$ cat src/rtl/mmio_pkg.sv
// Shared types and constants for the MMIO bridge and its address decoder.
package mmio_pkg;

  // Upper bound on peripheral windows; sets the width of region indices.
  localparam int unsigned MAX_REGIONS  = 8;
  localparam int unsigned REGION_IDX_W = $clog2(MAX_REGIONS);

  // Bridge transfer state.
  typedef enum logic [1:0] {
    StIdle   = 2'd0,
    StAccess = 2'd1,
    StDone   = 2'd2
  } state_e;

endpackage

$ cat src/rtl/mmio_decoder.sv
// Address decoder: masked compare against each peripheral window.
// When windows overlap, the lowest-indexed region wins.
module mmio_decoder
  import mmio_pkg::*;
#(
  parameter int unsigned                   ADDR_W      = 32,
  parameter int unsigned                   NUM_REGIONS = 4,
  parameter logic [NUM_REGIONS*ADDR_W-1:0] REGION_BASE = '0,
  parameter logic [NUM_REGIONS*ADDR_W-1:0] REGION_MASK = '0
) (
  input  logic [ADDR_W-1:0]       addr_i,
  output logic                    hit_any_o,
  output logic [REGION_IDX_W-1:0] hit_idx_o,
  output logic [NUM_REGIONS-1:0]  hit_onehot_o
);

  logic [NUM_REGIONS-1:0] hit;

  // Raw per-region window match.
  always_comb begin
    hit = '0;
    for (int i = 0; i < NUM_REGIONS; i++) begin
      hit[i] = (addr_i & REGION_MASK[i*ADDR_W +: ADDR_W]) == REGION_BASE[i*ADDR_W +: ADDR_W];
    end
  end

  // Priority encode: scan high to low so the lowest matching index is left standing.
  always_comb begin
    hit_onehot_o = '0;
    hit_idx_o    = '0;
    for (int i = NUM_REGIONS - 1; i >= 0; i--) begin
      if (hit[i]) begin
        hit_onehot_o    = '0;
        hit_onehot_o[i] = 1'b1;
        hit_idx_o       = REGION_IDX_W'(i);
      end
    end
  end

  assign hit_any_o = |hit;

endmodule

$ cat src/rtl/mmio_bridge.sv
// MEM-stage MMIO bridge: decodes loads/stores against peripheral windows, runs
// hits as Avalon-MM transfers (with waitrequest and timeout) and stalls the
// pipeline until the response pulse. Misses are flagged for local data RAM.
module mmio_bridge
  import mmio_pkg::*;
#(
  parameter int unsigned                   ADDR_W         = 32,
  parameter int unsigned                   DATA_W         = 32,
  parameter int unsigned                   NUM_REGIONS    = 4,
  parameter logic [NUM_REGIONS*ADDR_W-1:0] REGION_BASE    = {32'h0000_0400, 32'h0000_0300,
                                                             32'h0000_0200, 32'h0000_0100},
  parameter logic [NUM_REGIONS*ADDR_W-1:0] REGION_MASK    = {4{32'hFFFF_FFF0}},
  parameter int unsigned                   TIMEOUT_CYCLES = 255
) (
  input  logic                   clock,
  input  logic                   clear,
  input  logic                   req_valid,
  input  logic                   req_write,
  input  logic [ADDR_W-1:0]      req_addr,
  input  logic [DATA_W-1:0]      req_wdata,
  input  logic [DATA_W/8-1:0]    req_be,
  output logic                   local_sel,
  output logic                   stall,
  output logic                   rsp_valid,
  output logic [DATA_W-1:0]      rsp_rdata,
  output logic                   rsp_err,
  output logic [2:0]             rsp_region,
  output logic [NUM_REGIONS-1:0] av_chipselect,
  output logic [ADDR_W-1:0]      av_address,
  output logic                   av_read_n,
  output logic                   av_write_n,
  output logic [DATA_W-1:0]      av_writedata,
  output logic [DATA_W/8-1:0]    av_byteenable,
  input  logic [DATA_W-1:0]      av_readdata,
  input  logic                   av_waitrequest
);

  // Width 1 minimum so a disabled timeout still yields a legal counter.
  localparam int unsigned CNT_W = (TIMEOUT_CYCLES > 0) ? $clog2(TIMEOUT_CYCLES + 1) : 1;
  localparam logic [CNT_W-1:0] CntLast = CNT_W'((TIMEOUT_CYCLES > 0) ? TIMEOUT_CYCLES - 1 : 0);
  localparam logic [CNT_W-1:0] CntMax  = {CNT_W{1'b1}};

  state_e                   state_q;
  logic [CNT_W-1:0]         cnt_q;
  logic [NUM_REGIONS-1:0]   av_cs_q;
  logic [ADDR_W-1:0]        av_addr_q;
  logic [DATA_W-1:0]        av_wdata_q;
  logic [DATA_W/8-1:0]      av_be_q;
  logic                     av_read_n_q;
  logic                     av_write_n_q;
  logic                     rsp_valid_q;
  logic [DATA_W-1:0]        rsp_rdata_q;
  logic                     rsp_err_q;
  logic [REGION_IDX_W-1:0]  rsp_region_q;

  logic                     hit_any;
  logic [REGION_IDX_W-1:0]  hit_idx;
  logic [NUM_REGIONS-1:0]   hit_onehot;
  logic                     timeout_hit;

  mmio_decoder #(
    .ADDR_W      (ADDR_W),
    .NUM_REGIONS (NUM_REGIONS),
    .REGION_BASE (REGION_BASE),
    .REGION_MASK (REGION_MASK)
  ) u_decoder (
    .addr_i       (req_addr),
    .hit_any_o    (hit_any),
    .hit_idx_o    (hit_idx),
    .hit_onehot_o (hit_onehot)
  );

  // The current ACCESS cycle is the last one the slave is allowed to stall.
  assign timeout_hit = (TIMEOUT_CYCLES != 0) && (cnt_q == CntLast);

  // Transfer FSM with all Avalon and response outputs registered.
  always_ff @(posedge clock) begin
    if (clear) begin
      state_q      <= StIdle;
      cnt_q        <= '0;
      av_cs_q      <= '0;
      av_addr_q    <= '0;
      av_wdata_q   <= '0;
      av_be_q      <= '0;
      av_read_n_q  <= 1'b1;
      av_write_n_q <= 1'b1;
      rsp_valid_q  <= 1'b0;
      rsp_rdata_q  <= '0;
      rsp_err_q    <= 1'b0;
      rsp_region_q <= '0;
    end else begin
      unique case (state_q)
        StIdle: begin
          rsp_valid_q <= 1'b0;
          if (req_valid && hit_any) begin
            state_q      <= StAccess;
            cnt_q        <= '0;
            av_cs_q      <= hit_onehot;
            av_addr_q    <= req_addr;
            av_wdata_q   <= req_wdata;
            av_be_q      <= req_be;
            av_read_n_q  <= req_write;
            av_write_n_q <= ~req_write;
            rsp_err_q    <= 1'b0;
            rsp_rdata_q  <= '0;
            rsp_region_q <= hit_idx;
          end
        end
        StAccess: begin
          if (!av_waitrequest) begin
            // write strobe still high here means this is a load
            rsp_rdata_q  <= av_write_n_q ? av_readdata : '0;
            state_q      <= StDone;
            rsp_valid_q  <= 1'b1;
            av_cs_q      <= '0;
            av_read_n_q  <= 1'b1;
            av_write_n_q <= 1'b1;
          end else if (timeout_hit) begin
            cnt_q        <= cnt_q + CNT_W'(1);
            rsp_err_q    <= 1'b1;
            rsp_rdata_q  <= '0;
            state_q      <= StDone;
            rsp_valid_q  <= 1'b1;
            av_cs_q      <= '0;
            av_read_n_q  <= 1'b1;
            av_write_n_q <= 1'b1;
          end else if (cnt_q != CntMax) begin
            cnt_q <= cnt_q + CNT_W'(1);
          end
        end
        StDone: begin
          // req_valid deliberately ignored so the same request is not re-issued
          rsp_valid_q <= 1'b0;
          state_q     <= StIdle;
        end
        default: state_q <= StIdle;
      endcase
    end
  end

  // Pipeline-facing steering and stall.
  assign local_sel = req_valid & ~hit_any & (state_q == StIdle);
  assign stall     = ((state_q == StIdle) & req_valid & hit_any) | (state_q == StAccess);

  assign rsp_valid     = rsp_valid_q;
  assign rsp_rdata     = rsp_rdata_q;
  assign rsp_err       = rsp_err_q;
  assign rsp_region    = 3'(rsp_region_q);
  assign av_chipselect = av_cs_q;
  assign av_address    = av_addr_q;
  assign av_read_n     = av_read_n_q;
  assign av_write_n    = av_write_n_q;
  assign av_writedata  = av_wdata_q;
  assign av_byteenable = av_be_q;

endmodule

$ cat config.mk
export PLATFORM = sky130hd
export DESIGN_NAME = mmio_bridge
export DESIGN_NICKNAME = d
export VERILOG_FILES = /design/src/rtl/mmio_pkg.sv /design/src/rtl/mmio_decoder.sv /design/src/rtl/mmio_bridge.sv
export SDC_FILE = /design/constraint.sdc
export NUM_CORES = 1
export LEC_CHECK = 0
export CAP_MARGIN = 15
export CORE_MARGIN = 4
export CORE_UTILIZATION = 43
export DETAILED_ROUTE_END_ITERATION = 10
export MAX_ROUTING_LAYER = met4
export PLACE_DENSITY = 0.86
export SLEW_MARGIN = 5
export SYNTH_ARGS = -nofsm -noshare
export SYNTH_HDL_FRONTEND = slang
export SYNTH_SLANG_ARGS = --single-unit
$ cat constraint.sdc
create_clock -name clock -period 6.83 [get_ports clock]
set_clock_uncertainty 0.15 [all_clocks]
set_input_delay 2.049 -clock clock [delete_from_list [all_inputs] [get_ports clock]]
set_output_delay 2.049 -clock clock [all_outputs]
set_load 0.02 [all_outputs]
==> results.md <==
* RSZ-0062 raised after global routing: no
* Port bufs at ~220
* Placer's final routability congestion estimate at a little over 0.8
* Multi-input gate area at between 1500 and 2000 um2
* Layout cells sized above 1 at approximately 7.6%
* Placed cells at 764
* # Max-Cap Violations at 0
* Status: complete, no violations
* Clock H-tree levels at 4
* Pwr Total at approximately 1.6 mW
* R2r startpoint: state_q[0]
* Gr ovfl total at 0
* Tmin final at around 6600 ps
* Post-placement cell area at between 6000 and 7000 um2
* Crit-path max FO at 8
* CTS tree: done
* DIE WIDTH at approximately 110 um
* Number of flops mapped to enable cells by yosys at 0
* Starting Density at 45.01%
* VDD IR max at between 0.1 and 0.15 mV
* Worst R2R End: rsp_rdata[9]
* Yosys warns at 0
* Area of the die at 11510 um2
* First-pass GRT wire length at around 21 mm
* Final worst-path cycle share at a little over nine tenths
* Initial antenna violation count at 0
* Leakage at 2.602 nW
* Vias in the first global route at between 4000 and 5000
* Setup TNS at 0 ps
* Post-Syn Instances at about 450
* Total length of routed wires at 13.66 mm
* Postcts setup bufs at 0
* Critical path startpoint: req_valid
* Die Y at about 110 um
* Power Dens Cells at between 200 and 250 nW/um2
* Worst Tran Pin Value at 855.8 ps
* Clock tree buffer depth at 2
* Fmax at between 150 and 200 MHz
* Cell variety after synth at 41
* Post-CTS sizing at 0
* Total GRT Usage at a little under a quarter
* Pre-CTS WS at around 270 ps
* WP data required at about 4600 ps
* Area Overhead vs Synth at 65.19%
* Number of clock sinks at 120
* CTS buffer count at 17
* Mean post-synth cell area at roughly 9.5 um2
* Most frequent cells in the layout: 215 x clkdlybuf4s50_1, 120 x dfxtp_1, 90 x nand2_1, 53 x a21oi_1, 32 x a22o_1
* Max-slew violation count at 0
* Worst-skew pair later-pin latency at about 480 ps
* Sequential cell area at approximately 2400 um2
* Core Rows at 35
* Hold_ws at just over 300 ps
* Hold Vio Cnt, Final at 0
* Post-synth top flop: dfxtp_1
* Drt pass-1 iters at 4
* Total core area at between 9000 and 10000 um2
* Vias per cell at between 5 and 6
* Wire length per cell at ~17 um
* Mapped Area at 4238 um2
* ANT cells at 0
* Hold Crit Class: reg2reg
* Setup crit end: stall
* Hold_buf cts at 0
* Residual DRC count at 0
* Crit end category: primary output
* Largest net degree at the start of global routing at between 70 and 80
* Final setup viols at 0
* Fill cell count at approximately 650
* Root Buffer: clkbuf_8
* Top-level I/O count at approximately 220
* Yosys reg bits at 120
* Antenna-violating nets left at 0
* Post-synth ARST share at 0%
* Setup slack after layout at around 280 ps
* Register area share after synthesis at a little under three fifths
* Worst slew margin at a little over two fifths
* Final nets at approximately 760
* Most common cell after layout, fill and taps aside: clkdlybuf4s50_1
* Final HPWL from detailed placement at between 9 and 10 mm
* Vias at about 4100
* CP Data Arrival Time at roughly 4400 ps
* Post-route cell area at about 7000 um2
* Setup CP Type: in2out
* Net Count, Synth at ~550
* Reg2Reg Depth at 6
* Startpoint Class: primary input
* Initial drt markers at around 250
* CTS clk-pin slew, worst paths at around 60 ps
* Core Util, Final at about 74%
* Worst reg2reg setup slack at about 4100 ps
* Final std cells w/o fill at around 800
-- flip-flops by register name (all words and copies together), names as in the netlist --
signal	cells
av_write_n	1
cnt_q	8
av_writedata	32
rsp_region	2
state_q	2
rsp_valid	1
rsp_rdata	32
av_chipselect	4
av_read_n	1
av_byteenable	4
av_address	32
rsp_err	1
-- final cells by class --
cell class | count | share of cell area [%]
clock inverters | 14 | 1.984
flip-flops and latches | 120 | 34.32
multi-input cells | 289 | 23.59
repair buffers | 223 | 31.62
inverters | 4 | 0.2145
well taps | 129 | 2.306
clock buffers | 18 | 5.970
-- synth_stat cells, types with 2 or more instances --
master	number	area, um2
a31oi_1	7	43.79
ha_1	2	25.02
dfxtp_1	120	2402
nand3_1	9	45.04
nand4_1	4	25.02
nor2_1	15	56.30
buf_6	5	56.30
clkbuf_1	20	75.07
nand2b_1	2	12.51
nand2_1	90	337.8
nor4_1	2	12.51
buf_2	4	20.02
nor3_2	2	20.02
a22o_1	32	280.3
a311oi_1	4	35.03
nor4_2	3	37.54
a21o_1	2	15.01
nor4b_1	2	17.52
a21oi_1	53	265.3
buf_4	5	37.54
o21ai_0	3	15.01
nor3_1	13	65.06
and3_1	27	168.9
inv_1	4	15.01
-- where the power goes --
group | leakage, nW | internal (mW) | total, mW | switching [mW]
Combinational | 1.38 | 0.0564 | 0.0837 | 0.0273
Sequential | 0.966 | 0.700 | 0.700 | 0.00000000218
Clock | 0.260 | 0.491 | 0.823 | 0.333
Total | 2.60 | 1.25 | 1.61 | 0.360
-- how the worst min path moves through the flow --
stage               cells after the start  slack (ps)                to             start
finish                                  2         300  av_writedata[28]  av_writedata[28]
global route                            2         330   av_writedata[4]   av_writedata[4]
CTS                                     2         310  av_writedata[16]  av_writedata[16]
detailed placement                      2         300  av_writedata[18]  av_writedata[18]
global placement                        2         290  av_writedata[29]  av_writedata[29]
floorplan                               1         320          cnt_q[6]          cnt_q[6]
-- kinds of logic after synthesis --
family                   Yosys count  share of synthesized area (%)
buffers and inverters             38                          4.812
adder cells (fa/ha/maj)            2                         0.5904
XOR/XNOR                           1                         0.2067
other                              1                        0.08849
flip-flops                       120                          56.69
AND/OR/NAND/NOR                  178                          20.84
AO/OA/AOI/OAI                    107                          16.77
-- per-layer routing --
layer,vias to the layer above,wire [um],GRT usage (%)
met5,-,0,-
li1,1986,-,-
met1,1911,5650,28.12
met3,21,1296,8.218
met4,0,248,8.676
met2,222,6462,38.25
-- worst max-delay path, cell delays in order --
cell and delay (ps):
clkdlybuf4s50_1 470, or3b_1 400, nand4b_4 260, or3_2 470, nand2_1 80, clkdlybuf4s50_1 620
Power figures use the tool's default switching activity.
